[config.mk]
export PLATFORM = sky130hd
export DESIGN_NAME = keystream_assembler_flat
export DESIGN_NICKNAME = d
export VERILOG_FILES = /design/src/rtl/keystream_if.sv /design/src/rtl/keystream_assembler.sv /design/src/flat_wrapper.sv
export SDC_FILE = /design/constraint.sdc
export NUM_CORES = 2
export LEC_CHECK = 0
export CAP_MARGIN = 5
export CORE_MARGIN = 2
export CORE_UTILIZATION = 50
export CTS_CLUSTER_SIZE = 30
export DETAILED_ROUTE_END_ITERATION = 8
export GPL_TIMING_DRIVEN = 0
export PLACE_DENSITY = 0.71
export RECOVER_POWER = 50
export SLEW_MARGIN = 20
export SYNTH_ARGS = -nofsm -noshare
export SYNTH_HDL_FRONTEND = slang
export SYNTH_SLANG_ARGS = --single-unit
export TNS_END_PERCENT = 50
[constraint.sdc]
create_clock -name clk -period 8.55 [get_ports clk]
set_input_delay 2.1375 -clock clk [delete_from_list [all_inputs] [get_ports clk]]
set_output_delay 2.1375 -clock clk [all_outputs]
set_load 0.05 [all_outputs]
[src/rtl/keystream_if.sv]
// keystream_if
// Bundles the beat-input and block-output handshakes of the keystream
// assembler.
//   in_data/in_valid/in_last/in_ready  : word stream from the keystream source
//   out_block/out_count/out_last       : head block presented to the consumer
//   out_valid/out_ready                : block handshake
//   used                               : number of committed slots
// Modports: master = source/consumer side, slave = assembler side.
interface keystream_if #(
    parameter int DATA_W          = 8,
    parameter int WORDS_PER_BLOCK = 64,
    parameter int NUM_SLOTS       = 2
);
    localparam int BLK_W  = WORDS_PER_BLOCK * DATA_W;
    localparam int CNT_W  = $clog2(WORDS_PER_BLOCK + 1);
    localparam int USED_W = $clog2(NUM_SLOTS + 1);

    logic [DATA_W-1:0] in_data;
    logic              in_valid;
    logic              in_last;
    logic              in_ready;
    logic [BLK_W-1:0]  out_block;
    logic [CNT_W-1:0]  out_count;
    logic              out_last;
    logic              out_valid;
    logic              out_ready;
    logic [USED_W-1:0] used;

    modport master (
        output in_data, in_valid, in_last, out_ready,
        input  in_ready, out_block, out_count, out_last, out_valid, used
    );

    modport slave (
        input  in_data, in_valid, in_last, out_ready,
        output in_ready, out_block, out_count, out_last, out_valid, used
    );
endinterface

[src/rtl/keystream_assembler.sv]
// keystream_assembler
// Packs a stream of DATA_W-bit keystream words into blocks of WORDS_PER_BLOCK
// words held in a ring of NUM_SLOTS slots. A slot commits when its last word
// is written or when a beat carries in_last; committed slots are presented
// head-first to the consumer.
// Ports:
//   clk  : clock, rising edge
//   rst  : synchronous active-high reset
//   bus  : keystream_if.slave (input stream, output block, used count)
module keystream_assembler #(
    parameter int DATA_W          = 8,
    parameter int WORDS_PER_BLOCK = 64,
    parameter int NUM_SLOTS       = 2
) (
    input logic        clk,
    input logic        rst,
    keystream_if.slave bus
);
    localparam int BLK_W  = WORDS_PER_BLOCK * DATA_W;
    localparam int CNT_W  = $clog2(WORDS_PER_BLOCK + 1);
    localparam int PTR_W  = $clog2(NUM_SLOTS);
    localparam int USED_W = $clog2(NUM_SLOTS + 1);

    typedef enum logic [1:0] {
        ST_FILL    = 2'd0,
        ST_FILLING = 2'd1,
        ST_STALL   = 2'd2
    } state_t;

    logic [BLK_W-1:0]  slot_data_q  [NUM_SLOTS];
    logic [BLK_W-1:0]  slot_data_d  [NUM_SLOTS];
    logic [CNT_W-1:0]  slot_count_q [NUM_SLOTS];
    logic [CNT_W-1:0]  slot_count_d [NUM_SLOTS];
    logic              slot_last_q  [NUM_SLOTS];
    logic              slot_last_d  [NUM_SLOTS];
    logic [PTR_W-1:0]  wr_ptr_q, wr_ptr_d;
    logic [PTR_W-1:0]  rd_ptr_q, rd_ptr_d;
    logic [CNT_W-1:0]  wr_idx_q, wr_idx_d;
    logic [USED_W-1:0] used_q, used_d;
    state_t            state_q, state_d;

    logic in_ready_s;
    logic out_valid_s;
    logic accept_s;
    logic commit_s;
    logic pop_s;

    // Wrap a slot pointer around the ring.
    function automatic logic [PTR_W-1:0] ptr_inc(input logic [PTR_W-1:0] p);
        logic [PTR_W-1:0] r;
        if (p == PTR_W'(NUM_SLOTS - 1)) begin
            r = {PTR_W{1'b0}};
        end else begin
            r = p + PTR_W'(1);
        end
        return r;
    endfunction

    // Handshake decode; in_ready depends only on registered occupancy.
    always_comb begin
        in_ready_s  = (used_q < USED_W'(NUM_SLOTS));
        out_valid_s = (used_q != {USED_W{1'b0}});
        accept_s    = bus.in_valid && in_ready_s;
        commit_s    = accept_s &&
                      (bus.in_last || (wr_idx_q == CNT_W'(WORDS_PER_BLOCK - 1)));
        pop_s       = out_valid_s && bus.out_ready;
    end

    // Slot storage next state: clear the popped slot, then store the beat.
    // The popped slot and the slot being written can never coincide, since
    // a pop needs used > 0 and a write needs used < NUM_SLOTS.
    always_comb begin
        slot_data_d  = slot_data_q;
        slot_count_d = slot_count_q;
        slot_last_d  = slot_last_q;
        if (pop_s) begin
            slot_data_d[rd_ptr_q]  = {BLK_W{1'b0}};
            slot_count_d[rd_ptr_q] = {CNT_W{1'b0}};
            slot_last_d[rd_ptr_q]  = 1'b0;
        end else begin
            slot_data_d[rd_ptr_q]  = slot_data_q[rd_ptr_q];
        end
        if (accept_s) begin
            slot_data_d[wr_ptr_q][wr_idx_q * DATA_W +: DATA_W] = bus.in_data;
        end else begin
            slot_data_d[wr_ptr_q] = slot_data_d[wr_ptr_q];
        end
        if (commit_s) begin
            slot_count_d[wr_ptr_q] = wr_idx_q + CNT_W'(1);
            slot_last_d[wr_ptr_q]  = bus.in_last;
        end else begin
            slot_count_d[wr_ptr_q] = slot_count_d[wr_ptr_q];
        end
    end

    // Pointer, word index and occupancy next state.
    always_comb begin
        wr_ptr_d = commit_s ? ptr_inc(wr_ptr_q) : wr_ptr_q;
        rd_ptr_d = pop_s ? ptr_inc(rd_ptr_q) : rd_ptr_q;
        if (commit_s) begin
            wr_idx_d = {CNT_W{1'b0}};
        end else if (accept_s) begin
            wr_idx_d = wr_idx_q + CNT_W'(1);
        end else begin
            wr_idx_d = wr_idx_q;
        end
        // Commit and pop together leave occupancy unchanged.
        case ({commit_s, pop_s})
            2'b10:   used_d = used_q + USED_W'(1);
            2'b01:   used_d = used_q - USED_W'(1);
            default: used_d = used_q;
        endcase
    end

    // Write FSM next state; STALL whenever the ring becomes full.
    always_comb begin
        state_d = state_q;
        case (state_q)
            ST_FILL, ST_FILLING: begin
                if (used_d == USED_W'(NUM_SLOTS)) begin
                    state_d = ST_STALL;
                end else if (commit_s) begin
                    state_d = ST_FILL;
                end else if (accept_s) begin
                    state_d = ST_FILLING;
                end else begin
                    state_d = state_q;
                end
            end
            ST_STALL: begin
                if (pop_s) begin
                    state_d = ST_FILL;
                end else begin
                    state_d = ST_STALL;
                end
            end
            default: state_d = ST_FILL;
        endcase
    end

    // State registers with synchronous reset.
    always_ff @(posedge clk) begin
        if (rst) begin
            for (int i = 0; i < NUM_SLOTS; i++) begin
                slot_data_q[i]  <= {BLK_W{1'b0}};
                slot_count_q[i] <= {CNT_W{1'b0}};
                slot_last_q[i]  <= 1'b0;
            end
            wr_ptr_q <= {PTR_W{1'b0}};
            rd_ptr_q <= {PTR_W{1'b0}};
            wr_idx_q <= {CNT_W{1'b0}};
            used_q   <= {USED_W{1'b0}};
            state_q  <= ST_FILL;
        end else begin
            slot_data_q  <= slot_data_d;
            slot_count_q <= slot_count_d;
            slot_last_q  <= slot_last_d;
            wr_ptr_q     <= wr_ptr_d;
            rd_ptr_q     <= rd_ptr_d;
            wr_idx_q     <= wr_idx_d;
            used_q       <= used_d;
            state_q      <= state_d;
        end
    end

    assign bus.in_ready  = in_ready_s;
    assign bus.out_valid = out_valid_s;
    assign bus.out_block = slot_data_q[rd_ptr_q];
    assign bus.out_count = slot_count_q[rd_ptr_q];
    assign bus.out_last  = slot_last_q[rd_ptr_q];
    assign bus.used      = used_q;
endmodule

[src/flat_wrapper.sv]
// flat-port wrapper written by rule: the top's interface ports become plain ports
module keystream_assembler_flat 
#(
    parameter int DATA_W          = 8,
    parameter int WORDS_PER_BLOCK = 64,
    parameter int NUM_SLOTS       = 2
)
  (clk, rst, bus_in_data, bus_in_valid, bus_in_last, bus_out_ready, bus_in_ready, bus_out_block, bus_out_count, bus_out_last, bus_out_valid, bus_used);
  keystream_if #(.DATA_W(DATA_W), .WORDS_PER_BLOCK(WORDS_PER_BLOCK), .NUM_SLOTS(NUM_SLOTS)) bus_i ();
  input logic clk;
  input logic rst;
  input wire logic [$bits(bus_i.in_data)-1:0] bus_in_data;
  input wire logic [$bits(bus_i.in_valid)-1:0] bus_in_valid;
  input wire logic [$bits(bus_i.in_last)-1:0] bus_in_last;
  input wire logic [$bits(bus_i.out_ready)-1:0] bus_out_ready;
  output wire logic [$bits(bus_i.in_ready)-1:0] bus_in_ready;
  output wire logic [$bits(bus_i.out_block)-1:0] bus_out_block;
  output wire logic [$bits(bus_i.out_count)-1:0] bus_out_count;
  output wire logic [$bits(bus_i.out_last)-1:0] bus_out_last;
  output wire logic [$bits(bus_i.out_valid)-1:0] bus_out_valid;
  output wire logic [$bits(bus_i.used)-1:0] bus_used;
  assign bus_i.in_data = bus_in_data;
  assign bus_i.in_valid = bus_in_valid;
  assign bus_i.in_last = bus_in_last;
  assign bus_i.out_ready = bus_out_ready;
  assign bus_in_ready = bus_i.in_ready;
  assign bus_out_block = bus_i.out_block;
  assign bus_out_count = bus_i.out_count;
  assign bus_out_last = bus_i.out_last;
  assign bus_out_valid = bus_i.out_valid;
  assign bus_used = bus_i.used;
  keystream_assembler #(.DATA_W(DATA_W), .WORDS_PER_BLOCK(WORDS_PER_BLOCK), .NUM_SLOTS(NUM_SLOTS)) u_core (.clk(clk), .rst(rst), .bus(bus_i));
endmodule
# [Word level (Yosys, flattened, before mapping)]
# Cells that the tools add are included.
[totals] register_bits=1051 in_bits=13 out_inout_bits=524 elab_cells=87
[classes] n_addsub=6 magnitude_cmp=5 n_eq_ne=3 shift=2 n_mux=44 bitwise=8 reduce_logical=9
[ops] operator="2-to-1 mux 512 bit" count=9
[ops] operator="bitwise mux 1024 bit" count=3
[ops] operator="2-to-1 mux 1024 bit" count=2
[ops] operator="demux 512 bit (select 1 bit)" count=3
[ops] operator="bitwise AND 1024 bit" count=1
[ops] operator="inverter 1024 bit" count=1
[ops] operator="variable shift 8 x 34 -> 512 bit, first input constant" count=1
[ops] operator="variable part select 8 x 34 -> 512 bit" count=1
[ops] operator="2-to-1 mux 7 bit" count=8
[ops] operator="negator 10 -> 34 bit" count=1
[ops] operator="bitwise mux 14 bit" count=2
[ops] operator="2-to-1 mux 14 bit" count=2
[ops] operator="bitwise AND 14 bit" count=1
[ops] operator="demux 7 bit (select 1 bit)" count=2
[ops] operator="inverter 14 bit" count=1
[ops] operator="adder 7 x 1 -> 7 bit, second input constant" count=1
[ops] operator="== test 7 x 6 -> 1 bit, second input constant" count=1
[ops] operator="2-to-1 mux 1 bit" count=7
[ops] operator="logical AND 1 bit" count=5
[ops] operator=">= comparator 2 bit, second input constant" count=2
[ops] operator="< comparator 2 x 1 -> 1 bit, second input constant" count=2
[ops] operator="2-to-1 mux 2 bit" count=2
[ops] operator="inverter 1 -> 2 bit" count=2
[ops] operator="case mux 2 bit (2 select lines)" count=1
[ops] operator="other kinds (13)" count=16

# [Depth between registers and ports, before layout]
[logic_depth] depth_word=13 mapped_depth=16 mapped_depth_nobuf=9

# [Worst setup path before layout]
# Ideal clock, no wire load.
[synth_path] path_kind="in2reg" start="in bus_in_valid" end="reg u_core.slot_data_q[678] (netlist name)" setup_ns=0.130 t_arrival_ns=3.834 required_ns=8.420 path_slack_ns=4.585 path_stages=7 n_path_buf=2 cell_sequence="nor3b_1 -> nand2_1 -> or4_1 -> clkbuf_1 -> clkbuf_1 -> o211ai_1 -> o31ai_1"
[synth_via] elab_chain_cells=2
[synth_rtl] item="start, declared" line="flat_wrapper.sv:13" text="input wire logic [$bits(bus_i.in_valid)-1:0] bus_in_valid;"
[synth_rtl] item="logical AND 1 bit" line="keystream_assembler.sv:63" text="accept_s = bus.in_valid && in_ready_s;"
[synth_rtl] item="2-to-1 mux 1024 bit" line="keystream_assembler.sv:83" text="if (accept_s) begin"
[synth_rtl] item="end signal, assigned by index" line="keystream_assembler.sv:145" text="slot_data_q[i] <= {BLK_W{1'b0}};"
[synth_rtl] item="end signal, assigned" line="keystream_assembler.sv:155" text="slot_data_q <= slot_data_d;"
[synth_rtl] item="end, declared" line="keystream_assembler.sv:30" text="logic [BLK_W-1:0] slot_data_q [NUM_SLOTS];"
# Every way passes these cells.
# A chain may end at the register's enable or synchronous reset.

# [Worst setup path after layout]
[layout_path] start="reg u_core.wr_idx_q[0]" end="reg u_core.slot_data_q[224] (netlist name)"
[layout_via] elab_chain_cells=6 word_cells_on_any_way=7 cone_classes="add/sub: 1; shift: 2; mux: 4"
[layout_rtl] item="start, declared" line="keystream_assembler.sv:38" text="logic [CNT_W-1:0] wr_idx_q, wr_idx_d;"
[layout_rtl] item="start signal, assigned" line="keystream_assembler.sv:151" text="wr_idx_q <= {CNT_W{1'b0}};"
[layout_rtl] item="start signal, assigned" line="keystream_assembler.sv:160" text="wr_idx_q <= wr_idx_d;"
[layout_rtl] item="negator 10 -> 34 bit *" line="keystream_assembler.sv:84" text="slot_data_d[wr_ptr_q][wr_idx_q * DATA_W +: DATA_W] = bus.in_data;"
[layout_rtl] item="variable shift 8 x 34 -> 512 bit" line="keystream_assembler.sv:84"
[layout_rtl] item="2-to-1 mux 512 bit (not written as such)" line="keystream_assembler.sv:84"
[layout_rtl] item="demux 512 bit (select 1 bit)" line="keystream_assembler.sv:84"
[layout_rtl] item="bitwise mux 1024 bit *" line="keystream_assembler.sv:84"
[layout_rtl] item="2-to-1 mux 1024 bit *" line="keystream_assembler.sv:83"
# Every way passes the cells marked *; elsewhere a longest branch is shown, timed or not.

==> impl_metrics.json <==
{
  "status": "finished with violations",
  "violations": "capacitance limit, slew limit",
  "fin_crit_ns": 8.11,
  "finalSetupViolations": 0,
  "drive_gt1_share_pct": 14.6,
  "max_cap_viol_count": 8,
  "rr_endpoint": "u_core.slot_data_q[224]$_SDFF_PP0_",
  "ctsRootBufferMaster": "clkbuf_16",
  "antenna_left": 0,
  "io_pins": 537,
  "cts_buffer_depth": 3,
  "crit_start": "u_core.wr_idx_q[0]$_SDFFE_PP0P_",
  "num_rows": 109,
  "synthCells": 4904,
  "path_class": "flip-flop to flip-flop",
  "ys.flop_type": "dfxtp_1",
  "overflow": 0,
  "drt_iter0_drc": 6410,
  "grt_pass1_vias": 42400,
  "cp.required_ns": 9.06,
  "min_path_cells": 2,
  "clk_pin_slew_worst_paths_ns": 0.06,
  "rsz0062_at_grt": "false",
  "irDropWorstVdd_v": 0.000198,
  "cts_resized": 0,
  "fp.dieArea_um2": 92300,
  "layout.nets": 5563,
  "synth-edff-count": 0,
  "cellLeakagePower_nw": 19.5,
  "vias": 45600,
  "ys_warn_count": 0,
  "place_congestion": 1.00,
  "ys_async_sr_fraction_pct": 0,
  "syn_nets": 4921,
  "crit_cells": 14,
  "critPathArrivalTime_ns": 8.62,
  "h-tree-depth": 3,
  "synth.distinct_cells": 64,
  "viasPerCell": 6.70,
  "grt_use_total_pct": 41.6,
  "core_um2": 88800,
  "clock_latency_ns": 0.68,
  "critPathSlowestCell": "a211oi_1",
  "synth_top_area_cell": "dfxtp_1",
  "ff2ff_path_depth": 14,
  "drtPass1Iterations": 8,
  "die_h_um": 304,
  "drc": 0,
  "worstMarginPinSlew_ns": 3.15,
  "fmax_mhz": 123,
  "critPathBufInv": 6,
  "post_cts_buffers": 0,
  "hpwl_um": 147000,
  "r2r_slack_ns": 0.44,
  "dieWidth_um": 304,
  "antenna_found_initial": 14,
  "portBuffers": 529,
  "synth_area_leaders": "dfxtp_1 47%, mux2_2 13%, o211ai_1 7.4%",
  "cts_tree": "done",
  "hold_start": "u_core.slot_data_q[306]$_SDFF_PP0_",
  "final_cell_mix": "1051 x dfxtp_1, 659 x nand2_1, 638 x o21ai_0, 522 x clkdlybuf4s50_1, 520 x mux2_2",
  "ys_seq_area_share_pct": 46.8,
  "grt_pass1_wl_um": 286000,
  "ys_ff_latch": 1051,
  "routed_wl_um": 202000,
  "synth_top_area_share_pct": 46.8,
  "syn_area_per_cell_um2": 9.17,
  "period_share_pct": 94.8,
  "hold_violations": 0,
  "syn-cell-area_um2": 45000,
  "postCtsHoldBufs": 0,
  "layout_commonest_cell": "dfxtp_1",
  "cp-end-kind": "flip-flop",
  "syn_to_final_growth_pct": 23.1,
  "grt_max_degree": 14,
  "skew_ns": 0.0179,
  "numCtsBuffers": 108,
  "endpoint": "u_core.slot_data_q[224]$_SDFF_PP0_",
  "slew_viol_final": 68,
  "start_kind": "flip-flop",
  "wl_per_cell_um": 29.7,
  "r2r_start": "u_core.wr_idx_q[0]$_SDFFE_PP0P_",
  "slowest_delay_ns": 2.46,
  "min_path_type": "flip-flop to flip-flop",
  "critPathTopFamily": "compound AO/OA/AOI/OAI gates",
  "clkSinkCount": 1051,
  "cp_common_cell": "clkbuf_1",
  "start_util_pct": 50.6,
  "timing.slew.headroom_pct": -111,
  "power_mw": 11.5,
  "pwr_density_cell_nw_per_um2": 208,
  "critPathMaxFanout": 10,
  "path_cells": "clkbuf_1 > clkbuf_1 > inv_1 > ha_1 > clkbuf_1 > clkbuf_1 > and2_0 > ha_1 > nand4b_1 > a211oi_1 > clkbuf_1 > o21ai_1 > nor2_1 > a22oi_1",
  "setup-tns-final_ns": 0
}
[stage by stage]
stage	cells	setup WS, ns	instance area (um^2)	util, %	hold WS, ns
after floorplan	4904	4.59	45000	-	0.426
after global placement	6598	2.40	51700	58.2	0.438
after detailed placement	6601	2.64	51800	58.4	0.446
final	6801	0.443	55400	62.4	0.455
after CTS	6797	1.92	55400	62.4	0.457
after global routing	6799	0.956	55400	62.3	0.465
[how the worst min path moves through the flow]
| stage | endpoint |
|---|---|
| detailed placement | u_core.slot_data_q[147]$_SDFF_PP0_ |
| floorplan | u_core.slot_data_q[934]$_SDFF_PP0_ |
| global placement | u_core.slot_data_q[359]$_SDFF_PP0_ |
| finish | u_core.slot_data_q[306]$_SDFF_PP0_ |
| global route | u_core.slot_data_q[277]$_SDFF_PP0_ |
| CTS | u_core.slot_data_q[278]$_SDFF_PP0_ |
[cell type report]
class / count / area, um^2
fillers: 7659 / 33400
multi-input cells: 3387 / 22100
flip-flops and latches: 1051 / 21000
repair buffers: 532 / 5320
clock buffers: 167 / 3280
plain buffers: 460 / 1800
well taps: 1165 / 1460
clock inverters: 29 / 312
inverters: 6 / 22.5
diodes: 4 / 10.0
[routing by layer]
metal / global-route usage [%] / share of wire (%) / routed length (um) / vias to the layer above
met3: 12.4 / 13 / 26700 / 790
met5: 0.310 / 0.047 / 96 / -
li1: - / - / - / 19400
met1: 52.5 / 37 / 74400 / 22000
met4: 30.8 / 8.7 / 17600 / 16
met2: 60.1 / 41 / 83400 / 3383
[worst reg2reg max path, stage by stage (launching register included)]
cell,delay [ns]
dfxtp_1,0.34
clkbuf_1,0.39
clkbuf_1,0.48
inv_1,0.22
ha_1,0.25
clkbuf_1,0.21
clkbuf_1,0.29
and2_0,0.21
ha_1,0.38
nand4b_1,0.23
a211oi_1,2.46
clkbuf_1,0.77
o21ai_1,0.70
nor2_1,0.82
a22oi_1,0.20
[where the power goes]
part	switching (mW)	internal (mW)	total, mW
sequential	0.0137	4.91	4.92
clock	2.04	2.80	4.85
combinational	1.37	0.390	1.76
total	3.42	8.10	11.5
[flip-flops by register name, indices dropped and copies added, names as in the netlist]
name	count
u_core.wr_idx_q	7
u_core.rd_ptr_q	1
u_core.slot_last_q	2
u_core.slot_data_q	1024
u_core.wr_ptr_q	1
u_core.slot_count_q	14
u_core.bus.used	2
[synthesized netlist by cell type (25+ instances only)]
cell / number
nor2b_1: 25
mux2_2: 520
nand2_1: 659
dfxtp_1: 1051
o21ai_1: 34
buf_1: 50
a22oi_1: 194
o31ai_1: 115
nor4_1: 37
nor2_1: 53
nand3_1: 408
clkbuf_1: 350
o21ai_0: 609
a21oi_1: 42
o211ai_1: 441
buf_2: 60
[kinds of logic after synthesis]
group	Yosys count	synth area share (%)
AO/OA/AOI/OAI	1523	21.9
AND/OR/NAND/NOR	1303	13.3
flip-flops	1051	46.8
multiplexers	541	13.5
buffers and inverters	466	4.06
XOR/XNOR	16	0.312
adder cells (fa/ha/maj)	4	0.111
(Power assumes the default switching activity.)
